$ cat config.mk
export PLATFORM = sky130hd
export DESIGN_NAME = seq_multdiv_unit
export DESIGN_NICKNAME = d
export VERILOG_FILES = /design/src/rtl/seq_multdiv_pkg.sv /design/src/rtl/seq_multdiv_unit_div_step.sv /design/src/rtl/seq_multdiv_unit.sv
export SDC_FILE = /design/constraint.sdc
export NUM_CORES = 1
export LEC_CHECK = 0
export CORE_ASPECT_RATIO = 0.8
export CORE_MARGIN = 4
export CORE_UTILIZATION = 35
export DETAILED_ROUTE_END_ITERATION = 10
export DONT_BUFFER_PORTS = 1
export GPL_TIMING_DRIVEN = 0
export MAX_ROUTING_LAYER = met4
export SLEW_MARGIN = 30
export SYNTH_ARGS = -nofsm -noshare
export SYNTH_HDL_FRONTEND = slang
export SYNTH_SLANG_ARGS = --single-unit
$ cat constraint.sdc
create_clock -name clock -period 3.4 [get_ports clock]
set_input_delay 0.17 -clock clock [delete_from_list [all_inputs] [get_ports clock]]
set_output_delay 0.17 -clock clock [all_outputs]
set_load 0.05 [all_outputs]
$ cat src/rtl/seq_multdiv_pkg.sv
// Shared types and constants for the iterative multiply/divide unit.
package seq_multdiv_pkg;
  localparam int WIDTH_DEF = 32;
  // Index of the final shift/add or quotient iteration; completion lands one edge later.
  localparam int ITER_LAST = WIDTH_DEF - 1;

  typedef enum logic [1:0] {
    IDLE = 2'd0,
    MUL  = 2'd1,
    DIV  = 2'd2,
    DONE = 2'd3
  } state_t;
endpackage

$ cat src/rtl/seq_multdiv_unit_div_step.sv
// One restoring-division iteration: shift in a dividend bit, subtract if it fits.
module div_step #(
  parameter int WIDTH = 32
) (
  input  logic [WIDTH-1:0] rem,
  input  logic [WIDTH-1:0] divisor,
  input  logic             dvd_bit,
  output logic [WIDTH-1:0] rem_next,
  output logic             q_bit
);
  logic [WIDTH:0] shifted;

  assign shifted  = {rem, dvd_bit};
  assign q_bit    = (shifted >= {1'b0, divisor});
  // rem < divisor on entry, so a successful subtract always fits in WIDTH bits
  assign rem_next = q_bit ? WIDTH'(shifted - {1'b0, divisor}) : shifted[WIDTH-1:0];
endmodule

$ cat src/rtl/seq_multdiv_unit.sv
// Iterative signed multiply/divide: sign-magnitude core, one bit per cycle, fixed latency.
module seq_multdiv_unit
  import seq_multdiv_pkg::*;
#(
  parameter int WIDTH = WIDTH_DEF,
  parameter int CNT_W = 6
) (
  input  logic             clock,
  input  logic             reset,
  input  logic [WIDTH-1:0] data_operandA,
  input  logic [WIDTH-1:0] data_operandB,
  input  logic             ctrl_MULT,
  input  logic             ctrl_DIV,
  output logic [WIDTH-1:0] data_result,
  output logic             data_exception,
  output logic             data_resultRDY
);
  localparam logic [CNT_W-1:0] CNT_END = CNT_W'(WIDTH);
  localparam logic [WIDTH-1:0] MIN_NEG = {1'b1, {(WIDTH-1){1'b0}}};

  state_t             state, state_nx;
  logic [CNT_W-1:0]   cnt;
  logic [2*WIDTH-1:0] acc, mcand, prod_s;
  logic [WIDTH-1:0]   mplier, quo, dvs, rem, rem_nx, quo_s, mag_a, mag_b;
  logic               neg, b_zero, div_ovf, start, last, q_bit, mul_exc;

  assign start = ctrl_MULT | ctrl_DIV;
  assign last  = (cnt == CNT_END);
  // Negating MIN_NEG yields MIN_NEG, which read unsigned is the correct magnitude
  assign mag_a = data_operandA[WIDTH-1] ? -data_operandA : data_operandA;
  assign mag_b = data_operandB[WIDTH-1] ? -data_operandB : data_operandB;

  assign prod_s  = neg ? -acc : acc;
  assign quo_s   = neg ? -quo : quo;
  assign mul_exc = ~(&prod_s[2*WIDTH-1:WIDTH-1] | ~|prod_s[2*WIDTH-1:WIDTH-1]);

  div_step #(.WIDTH(WIDTH)) u_div_step (
    .rem     (rem),
    .divisor (dvs),
    .dvd_bit (quo[WIDTH-1]),
    .rem_next(rem_nx),
    .q_bit   (q_bit)
  );

  always_comb begin
    state_nx = state;
    case (state)
      MUL, DIV: if (last) state_nx = DONE;
      DONE:     state_nx = IDLE;
      default:  state_nx = IDLE;
    endcase
    if (ctrl_MULT)     state_nx = MUL;
    else if (ctrl_DIV) state_nx = DIV;
  end

  always_ff @(posedge clock or negedge reset) begin
    if (!reset) state <= IDLE;
    else        state <= state_nx;
  end

  always_ff @(posedge clock or negedge reset) begin
    if (!reset) begin
      cnt            <= '0;
      acc            <= '0;
      mcand          <= '0;
      mplier         <= '0;
      quo            <= '0;
      dvs            <= '0;
      rem            <= '0;
      neg            <= 1'b0;
      b_zero         <= 1'b0;
      div_ovf        <= 1'b0;
      data_result    <= '0;
      data_exception <= 1'b0;
      data_resultRDY <= 1'b0;
    end else begin
      data_resultRDY <= 1'b0;
      if (start) begin
        cnt     <= '0;
        acc     <= '0;
        mcand   <= {{WIDTH{1'b0}}, mag_a};
        mplier  <= mag_b;
        quo     <= mag_a;
        dvs     <= mag_b;
        rem     <= '0;
        neg     <= data_operandA[WIDTH-1] ^ data_operandB[WIDTH-1];
        b_zero  <= (data_operandB == '0);
        div_ovf <= (data_operandA == MIN_NEG) && (&data_operandB);
      end else if (state == MUL || state == DIV) begin
        if (last) begin
          data_resultRDY <= 1'b1;
          if (state == MUL) begin
            data_result    <= prod_s[WIDTH-1:0];
            data_exception <= mul_exc;
          end else begin
            data_result    <= b_zero ? '0 : quo_s;
            data_exception <= b_zero | div_ovf;
          end
        end else begin
          cnt <= cnt + 1'b1;
          if (state == MUL) begin
            if (mplier[0]) acc <= acc + mcand;
            mcand  <= mcand << 1;
            mplier <= mplier >> 1;
          end else begin
            rem <= rem_nx;
            quo <= {quo[WIDTH-2:0], q_bit};
          end
        end
      end
    end
  end
endmodule

==> insert_results.sql <==
INSERT INTO impl_metrics (metric_group, metric, value, unit) VALUES
('status', 'status', 'finished with violations', ''),
('status', 'failed_checks', 'negative hold slack, negative setup slack', ''),
('clock_tree', 'number_of_buffers_inserted_by_hold_repair_at_cts', '58', ''),
('timing', 'max_clock_freq', '0.268', 'GHz'),
('timing', 'max-slew-margin-rel', '1.09', '%'),
('place', 'routabilityCongestion', '0.985', ''),
('detailed_routing', 'vias_per_cell', '5.82', ''),
('timing', 'finalHoldViolCount', '301', ''),
('global_routing', 'grt_max_degree', '302', ''),
('power_and_ir_drop', 'net-switching-power', '4.18', 'mW'),
('synth', 'synth_adder_area_share', '6.07', '%'),
('synth', 'synth_area', '21900', 'µm²'),
('global_routing', 'number_of_antenna_violations_at_the_first_check_in_global_routing', '1', ''),
('synth', 'synth_top_family_by_area', 'compound AO/OA/AOI/OAI gates', ''),
('clock_tree', 'clock_latency', '0.56', 'ns'),
('detailed_routing', 'drt-total-wl', '81400', 'µm'),
('global_routing', 'first_global_vias', '20400', ''),
('power_and_ir_drop', 'comb_power_share', '29.7', '%'),
('critical_path', 'worst-path-max-fanout', '8', ''),
('synth', 'yosys_register_bits', '301', ''),
('global_routing', 'first_pass_grt_wire_length', '124000', 'µm'),
('place', 'post-place-cells', '3611', ''),
('place', 'detailedPlacementHpwl', '58300', 'µm'),
('synth', 'yosys.area_share.xor_xnor', '8.08', '%'),
('synth', 'yosysWarningCount', '0', ''),
('timing', 'final.hold.worst_slack', '-0.661', 'ns'),
('place', 'port_buffers', '0', ''),
('timing', 'grt_setup_unrepaired', 'yes', ''),
('clock_tree', 'clk_pin_slew', '0.07', 'ns'),
('critical_path', 'endpoint_kind', 'register', ''),
('critical_path', 'critPathRequiredTime', '3.83', 'ns'),
('floorplanning', 'die_width', '288', 'µm'),
('floorplanning', 'row_count', '81', ''),
('synth', 'synth_async_sr_flop_share', '100', '%'),
('global_routing', 'global_route_congestion_overflow_total', '0', ''),
('finish', 'finish.net_count', '3116', ''),
('min_path', 'hold_path.class', 'in -> async', ''),
('timing', 'final_min_period_over_clock_period', '110', '%'),
('critical_path', 'worstSetupPathDepth', '12', ''),
('global_routing', 'aggregate_global_route_resource_usage', '24.2', '%'),
('floorplanning', 'placeableCoreArea', '61500', 'µm²'),
('clock_tree', 'cts-root-buf', 'clkbuf_16', ''),
('clock_tree', 'max-clock-path-buffers', '3', ''),
('synth', 'count_of_distinct_cell_types_in_the_synthesized_netlist', '86', ''),
('clock_tree', 'tritoncts.num_buffers', '35', ''),
('power_and_ir_drop', 'power_switching_share', '36.0', '%'),
('detailed_routing', 'dr.pass1.iters', '6', ''),
('synth', 'ys_seq_area_share', '34.4', '%'),
('critical_path', 'reg2regPathDepth', '12', ''),
('synth', 'synth-simple-area-share', '22.6', '%'),
('timing', 'setup_viol', '8', ''),
('finish', 'layout.cells.non_filler', '3798', ''),
('timing', 'setup_skew', '0.0367', 'ns'),
('flow_run', 'timing.max_cap.violations', '0', ''),
('floorplanning', 'initial_standard_cell_utilization_of_the_core', '35.6', '%'),
('synth', 'postSynthNetCount', '2954', ''),
('critical_path', 'crit_path_cell_trace', 'or4_4 > or3_2 > or3_4 > buf_8 > or2_4 > o31ai_2 > nand2_1 > o21ai_1 > a21oi_1 > or3_1 > nor4_2 > o41ai_1', ''),
('synth', 'synth-edff-count', '0', ''),
('clock_tree', 'clock_tree.htree_level_count', '2', ''),
('detailed_routing', 'detailroute.via_count', '22100', ''),
('power_and_ir_drop', 'power.static_leakage', '11.3', 'nW'),
('synth', 'synth_top_flop_cell', 'dfrtp_1', ''),
('critical_path', 'cp.arrival', '4.15', 'ns'),
('synth', 'post_synth_mux_area_share', '0.651', '%'),
('detailed_routing', 'detail-route-antenna-nets', '0', ''),
('critical_path', 'cp_top_family', 'simple AND/OR/NAND/NOR gates', ''),
('synth', 'synth_compound_area_share', '23.5', '%'),
('timing', 'period_needed', '3.73', 'ns'),
('critical_path', 'cp_slowest_stage_delay', '0.53', 'ns'),
('finish', 'sequential_cell_area', '7550', 'µm²'),
('timing', 'layout_setup_ws', '-0.326', 'ns');
-- sequential cells by signal, summed over array words and instances, names as in the netlist, 2 cells and up --
register,cells
acc,64
cnt,6
data_result,32
dvs,32
mcand,64
mplier,32
quo,32
rem,32
state,2
-- worst paths after layout --
path / startpoint / to / slack [ns]
max: acc[21] / data_exception / -0.33
min: reset / data_result[26] / -0.66
max reg2reg: acc[21] / data_exception / -0.33
min reg2reg: div_ovf / div_ovf / 0.49
max in group asynchronous: reset / acc[50] / 2.77
min in group clock: data_operandA[26] / quo[26] / 0.02
-- power by group through the flow --
stage | clock network (mW) | logic (mW) | registers [mW]
after global routing | 4.14 | 3.70 | 4.25
after floorplan | 0 | 2.04 | 4.16
after detailed placement | 0 | 2.82 | 4.25
after CTS | 3.99 | 3.11 | 4.20
final | 3.94 | 3.45 | 4.22
after global placement | 0 | 2.82 | 4.25
-- routing by layer --
metal,global-route usage [%],part of all wire [%]
met4,5.48,2.3
met3,6.47,11
met5,-,0
met2,32.8,40
met1,35.7,47
-- Yosys cell counts, types with 7 or more instances --
library cell	n	area, µm²
o31ai_1	48	360
o21a_1	11	82.6
a22oi_1	30	225
nor2b_1	17	106
o211ai_1	12	90.1
nand3_1	64	320
clkbuf_1	148	556
o21bai_1	12	90.1
a211o_1	7	61.3
nor4_1	30	188
buf_2	9	45.0
a21oi_1	288	1440
nand2b_1	35	219
a211oi_1	22	165
inv_1	82	308
or4_1	23	173
a31oi_1	88	551
nor3_1	49	245
nand3b_1	10	75.1
or3_1	27	169
nand4_1	40	250
a41oi_1	8	70.1
a21boi_0	9	67.6
mux2i_1	12	120
buf_1	24	90.1
ha_1	103	1290
a21o_1	52	390
xnor2_1	123	1080
and3_1	41	257
nor2_1	178	668
o21ai_0	179	896
and2_1	7	43.8
or2_2	12	75.1
o41ai_1	18	158
dfrtp_1	301	7530
xor2_1	79	692
nand2_1	487	1830
-- timing repair --
item / in CTS / in global routing
gates resized for setup: 141 / 177
setup buffers: 40 / 36
endpoints found under the hold margin: 411 / 301
pin swaps: 38 / 82
endpoints found under the setup margin: 98 / 135
cloned: 0 / 1
-- stage by stage --
| stage | setup TNS (ns) | setup WS (ns) | util (%) | power [mW] | cell area (µm²) |
|---|---|---|---|---|---|
| after floorplan | -0.0850 | -0.0850 | - | 6.20 | 21900 |
| after global placement | -44.75 | -1.55 | 37.3 | 7.06 | 23000 |
| after detailed placement | -44.69 | -1.51 | 37.3 | 7.07 | 23000 |
| after CTS | -0.303 | -0.274 | 41.7 | 11.3 | 25700 |
| after global routing | -3.02 | -0.392 | 43.2 | 12.1 | 26600 |
| final | -0.556 | -0.326 | 43.2 | 11.6 | 26600 |
-- cells by family after synthesis --
logic type	count (synthesis)
AND/OR/NAND/NOR	1055
multiplexers	14
flip-flops	301
XOR/XNOR	202
buffers and inverters	266
adder cells (fa/ha/maj)	105
AO/OA/AOI/OAI	838
-- cells in the final DEF (no fill, tap or decap), types with 78 or more instances in the layout --
master / n
clkbuf_1: 125
a21oi_1: 256
inv_1: 81
nor2_1: 166
xnor2_1: 123
ha_1: 86
dfrtp_1: 285
o21ai_0: 156
nand2_1: 483
a31oi_1: 82
xor2_1: 78
-- layout make-up --
type / count / share of cell area [%]
multi-input combinational: 2214 / 54.7
clock inverter: 11 / 0.409
antenna: 1 / 0.00941
inverter: 82 / 1.16
clock buffer: 50 / 4.00
buffer: 174 / 2.93
timing repair buffer: 135 / 4.55
tap: 830 / 3.90
sequential: 301 / 28.4
Note: power is estimated with default switching activity, not from simulation.
